**config.mk**
```make
export PLATFORM = sky130hd
export DESIGN_NAME = fetch_stage
export DESIGN_NICKNAME = d
export VERILOG_FILES = /design/src/rtl/fetch_stage.sv
export SDC_FILE = /design/constraint.sdc
export NUM_CORES = 1
export LEC_CHECK = 0
export ABC_CLOCK_PERIOD_IN_PS = 2880
export CORE_AREA = 2 2 184 186
export CTS_CLUSTER_SIZE = 20
export DETAILED_ROUTE_END_ITERATION = 8
export DIE_AREA = 0 0 186 188
export GPL_TIMING_DRIVEN = 0
export HOLD_SLACK_MARGIN = 0.02
export PLACE_DENSITY = 0.73
export SLEW_MARGIN = 20
export SYNTH_ARGS = -nofsm -noshare
export SYNTH_HDL_FRONTEND = slang
export SYNTH_SLANG_ARGS = --single-unit
```
**constraint.sdc**
```tcl
create_clock -name clock -period 2.88 [get_ports clock]
set_input_delay 0.576 -clock clock [delete_from_list [all_inputs] [get_ports clock]]
set_output_delay 0.576 -clock clock [all_outputs]
set_load 0.01 [all_outputs]
```
**src/rtl/fetch_stage.sv**
```systemverilog
// Three-wide in-order fetch stage: owns the fetch PC, accepts the
// leading run of I-cache hits and registers the packet for dispatch.
//
// Ports:
//   clock, reset         clock and synchronous active-high reset
//   stall                dispatch cannot accept the packet this cycle
//   take_branch          back-end redirect request
//   target_pc            redirect target (4-byte aligned)
//   Icache_data_out      instructions; slot 2 is the oldest
//   Icache_valid_out     per-slot hit valid
//   proc2Icache_addr     slot 2 = PC, slot 1 = PC+4, slot 0 = PC+8
//   shift                count of leading hits consumed (0..3)
//   if_inst/if_pc        registered packet, per slot
//   if_valid             registered slot valid (prefix from slot 2)
//   if_npc               registered PC after the last valid slot
//   perf_fetched         FETCH_PERF_CNT_EN only: instructions fetched
//   perf_miss_cycles     FETCH_PERF_CNT_EN only: cycles with < 3 hits
//
// Build option: define FETCH_PERF_CNT_EN to add the two saturating
// performance counters. Without it those ports and their logic are absent.

`ifndef XLEN
`define XLEN 32
`endif

module fetch_stage #(
  parameter int XLEN = `XLEN,
  parameter logic [XLEN-1:0] RESET_PC = '0
) (
  input  logic                 clock,
  input  logic                 reset,
  input  logic                 stall,
  input  logic                 take_branch,
  input  logic [XLEN-1:0]      target_pc,
  input  logic [2:0][31:0]     Icache_data_out,
  input  logic [2:0]           Icache_valid_out,
  output logic [2:0][XLEN-1:0] proc2Icache_addr,
  output logic [1:0]           shift,
  output logic [2:0][31:0]     if_inst,
  output logic [2:0][XLEN-1:0] if_pc,
  output logic [2:0]           if_valid,
  output logic [XLEN-1:0]      if_npc
`ifdef FETCH_PERF_CNT_EN
  ,
  output logic [XLEN-1:0]      perf_fetched,
  output logic [XLEN-1:0]      perf_miss_cycles
`endif
);

  logic [XLEN-1:0] pc;
  logic [2:0][XLEN-1:0] slot_pc;
  logic v2, v1, v0;
  logic [2:0] vmask;
  logic [1:0] count;
  logic fire;
  logic [XLEN-1:0] next_pc;
  logic [2:0][31:0] inst_masked;

  // Slot addresses; arithmetic wraps at 2^XLEN.
  always_comb begin
    slot_pc[2] = pc;
    slot_pc[1] = pc + XLEN'(4);
    slot_pc[0] = pc + XLEN'(8);
  end

  assign proc2Icache_addr = slot_pc;

  // Only the unbroken run of hits starting at the oldest slot is used;
  // a hit behind a miss would reorder the stream and is dropped.
  assign v2 = Icache_valid_out[2];
  assign v1 = v2 & Icache_valid_out[1];
  assign v0 = v1 & Icache_valid_out[0];
  assign vmask = {v2, v1, v0};

  assign count = 2'({1'b0, v2} + {1'b0, v1} + {1'b0, v0});

  // A cycle consumes cache data only when nothing overrides it.
  assign fire = !reset && !take_branch && !stall;

  assign shift = fire ? count : 2'd0;

  assign next_pc = pc + XLEN'({count, 2'b00});

  // Invalid slots carry zero so a stray read is harmless downstream.
  always_comb begin
    for (int i = 0; i < 3; i++) begin
      inst_masked[i] = vmask[i] ? Icache_data_out[i] : 32'd0;
    end
  end

  always_ff @(posedge clock) begin
    if (reset) begin
      pc       <= RESET_PC;
      if_valid <= '0;
      if_inst  <= '0;
      if_pc    <= '0;
      if_npc   <= RESET_PC;
    end else if (take_branch) begin
      pc       <= target_pc;
      if_valid <= '0;
      if_npc   <= target_pc;
    end else if (!stall) begin
      // count == 0 leaves pc unchanged, so the same addresses are
      // presented again until the fill lands.
      pc       <= next_pc;
      if_valid <= vmask;
      if_inst  <= inst_masked;
      if_pc    <= slot_pc;
      if_npc   <= next_pc;
    end
  end

`ifdef FETCH_PERF_CNT_EN
  logic [XLEN:0] fetched_sum;

  assign fetched_sum = {1'b0, perf_fetched} + (XLEN+1)'(count);

  always_ff @(posedge clock) begin
    if (reset) begin
      perf_fetched     <= '0;
      perf_miss_cycles <= '0;
    end else if (fire) begin
      // Saturate rather than wrap so long runs stay meaningful.
      perf_fetched <= fetched_sum[XLEN] ? '1 : fetched_sum[XLEN-1:0];
      if (count != 2'd3 && perf_miss_cycles != '1) begin
        perf_miss_cycles <= perf_miss_cycles + XLEN'(1);
      end
    end
  end
`endif

endmodule

```
==> results.sh <==
export IMPL_synthArstFlopShare=0
export IMPL_p_per_area_nw_per_um2=458.3
export IMPL_leakage_uw=0.007252
export IMPL_cts_sinks=222
export IMPL_grt_max_degree=14
export IMPL_hold_buffers=0
export IMPL_irDropWorstVdd_uv=413.7
export IMPL_cts_clk_slew_worst_paths_ps=60
export IMPL_final_common_cell="clkdlybuf4s50_1"
export IMPL_synth_warnings=0
export IMPL_multiInputGateArea_um2=5573
export IMPL_hold_path_class="flop to flop"
export IMPL_portBuffers=456
export IMPL_syn_to_final_growth_pct=80.54
export IMPL_setup_viol=12
export IMPL_critPathKind="flop to output port"
export IMPL_cts_made_buffers=27
export IMPL_detail_route_antenna_nets=0
export IMPL_synth_seq_area_share=0.4397
export IMPL_clock_skew_final_ps=17.69
export IMPL_status="finished, violations left"
export IMPL_max_freq_mhz=336.1
export IMPL_dp_slack_ps=-1143
export IMPL_layout_min_cycle_time_ps=2975
export IMPL_vias=12410
export IMPL_antenna_found_initial=0
export IMPL_num_io_pins=460
export IMPL_place_congestion=0.9274
export IMPL_drc=0
export IMPL_synth_area_um2=10110
export IMPL_critPathLaunchType="flop"
export IMPL_synth_adder_area_share=0.006932
export IMPL_synth_simple_area_share=0.2368
export IMPL_netlist_area_leader_share=0.4397
export IMPL_die_h_um=188
export IMPL_slew_headroom=0.3186
export IMPL_wire_per_inst_um=22.83
export IMPL_period_share=1.033
export IMPL_synth_seq_cells=222
export IMPL_cp_max_fo=6
export IMPL_cp_arrival_ps=2400
export IMPL_core_um2=33110
export IMPL_synth_xor_area_share=0.04246
export IMPL_most_common_layout_cells="clkdlybuf4s50_1 (406), dfxtp_1 (193), buf_4 (180)"
export IMPL_grt_pass1_vias=12020
export IMPL_cp_end_kind="output port"
export IMPL_violations="setup timing"
export IMPL_grt_first_pass_wirelength_um=74190
export IMPL_start_util=0.3053
export IMPL_synth_top_flop_cell="dfxtp_1"
export IMPL_syn_num_nets=1354
export IMPL_num_antenna_cells=0
export IMPL_tightest_slew_ps=1022
export IMPL_wl_um=52660
export IMPL_dieArea_um2=34970
export IMPL_cts_root_buf="clkbuf_16"
export IMPL_required_ps=2300
export IMPL_dpl_cell_count=2118
export IMPL_drtPass1Iterations=7
export IMPL_rsz0062_at_grt="yes"
export IMPL_synth_edf_count=0
export IMPL_final_setup_tns_ps=-512.4
export IMPL_synthCells=1214
export IMPL_grt_use_total=0.2826
export IMPL_hold_viol=0
export IMPL_cap_violations=0
export IMPL_cts_max_level=1
export IMPL_fillers=2877
export IMPL_drt_iter0_drc=1098
export IMPL_drive_above_1_share=0.2340
export IMPL_final_cells=2307
export IMPL_viasPerCell=5.378
export IMPL_ys_top_cells_by_area="dfxtp_1 (44%), nor2_1 (5.4%), nand2_1 (5.3%)"
export IMPL_die_w_um=186
export IMPL_synth_top_family_by_area="simple AND/OR/NAND/NOR gates"
export IMPL_placementRows=67
export IMPL_synth_compound_area_frac=0.1810
export IMPL_clockBufferDepth=3
export IMPL_synth_area_leader_cell="dfxtp_1"
export IMPL_avgSynthCellArea_um2=8.327
export IMPL_clock_latency_ps=560
export IMPL_final_net_count=1980
export IMPL_grt_overflow=0
export IMPL_muxShareOfSynthArea=0.006932
export IMPL_slew_viol_final=0
export IMPL_seqCellArea_um2=4536
export IMPL_tritoncts="done"
export IMPL_worst_slack_ps=-94.97
export IMPL_place_hpwl_um=37420
export IMPL_ys_types=61
layout make-up:
| cell class | count | share of cell area |
|---|---|---|
| tap | 448 | 0.03071 |
| multi-input combinational | 816 | 0.3054 |
| clock buffer | 38 | 0.04093 |
| timing repair buffer | 608 | 0.3091 |
| buffer | 144 | 0.05450 |
| clock inverter | 10 | 0.006376 |
| inverter | 21 | 0.004525 |
| sequential | 222 | 0.2485 |
through the flow:
| step | hold WS [ps] | utilization | power, uW | instance area (um2) |
|---|---|---|---|---|
| final | 449.6 | 0.5511 | 8365 | 18250 |
| after global routing | 467.4 | 0.5511 | 8611 | 18250 |
| after CTS | 450.4 | 0.5358 | 8338 | 17740 |
| after detailed placement | 444.3 | 0.4600 | 4832 | 15230 |
| after global placement | 436.8 | 0.4600 | 4820 | 15230 |
| after floorplan | 476.2 | - | 3946 | 10110 |
per-layer routing:
layer,wire length (um),vias to the layer above,GRT usage
li1,-,5512,-
met1,18930,5798,0.3214
met2,24740,874,0.4816
met3,5347,222,0.07089
met4,3642,0,0.1538
met5,0,-,0
registers in the layout, summed over array words and instances, names as in the netlist:
name and flops:
if_pc 91, if_valid 3, if_inst 96, pc 32
Yosys cell counts, drive strengths merged, types with 7 or more instances:
library cell / count
nor4: 23
clkbuf: 72
inv: 21
a21oi: 82
or2: 7
a211oi: 25
or4: 10
nand4: 35
xnor2: 38
o21ai: 18
xor2: 11
dfxtp: 222
a22o: 27
o21a: 17
nor3: 35
buf: 83
and4: 17
nor2: 145
a311oi: 13
nand3: 42
mux2i: 7
nand2: 143
or3: 18
a22oi: 37
critical path: stages, from the launching register on:
cell,delay [ps]
dfxtp_2,330
buf_6,130
nand4_1,150
buf_6,180
or4_4,590
o31ai_4,220
nand2_1,90
buf_2,160
power by group:
part           switching, uW  internal [uW]
clock network           1430           1980
logic                    798            842
registers                124           3190
total                   2350           6010
final timing paths:
kind / from / endpoint / cells past startpoint / slack, ps
setup reg to reg: pc[11]$_SDFFE_PP0N_ / if_pc[59]$_SDFFE_PP0P_ / 18 / -50
hold / removal: if_inst[70]$_SDFFE_PP0P_ / if_inst[70]$_SDFFE_PP0P_ / 2 / 450
setup / recovery: pc[11]$_SDFFE_PP0N_ / proc2Icache_addr[27] / 7 / -90
hold reg to reg: if_inst[70]$_SDFFE_PP0P_ / if_inst[70]$_SDFFE_PP0P_ / 2 / 450
cells by family (layout without fill, tap and decap cells):
logic type               after synthesis  count (layout)
AND/OR/NAND/NOR                      492             492
AO/OA/AOI/OAI                        263             263
flip-flops                           222             222
buffers and inverters                176             821
XOR/XNOR                              49              49
multiplexers                           7               7
adder cells (fa/ha/maj)                5               5
what timing repair did:
action                                  in CTS  in global routing
resized for setup                          362                 92
pin swaps                                   51                 46
endpoints found under the setup margin     106                 51
buffers inserted                           113                 40
Note: power is estimated with default switching activity, not from simulation.
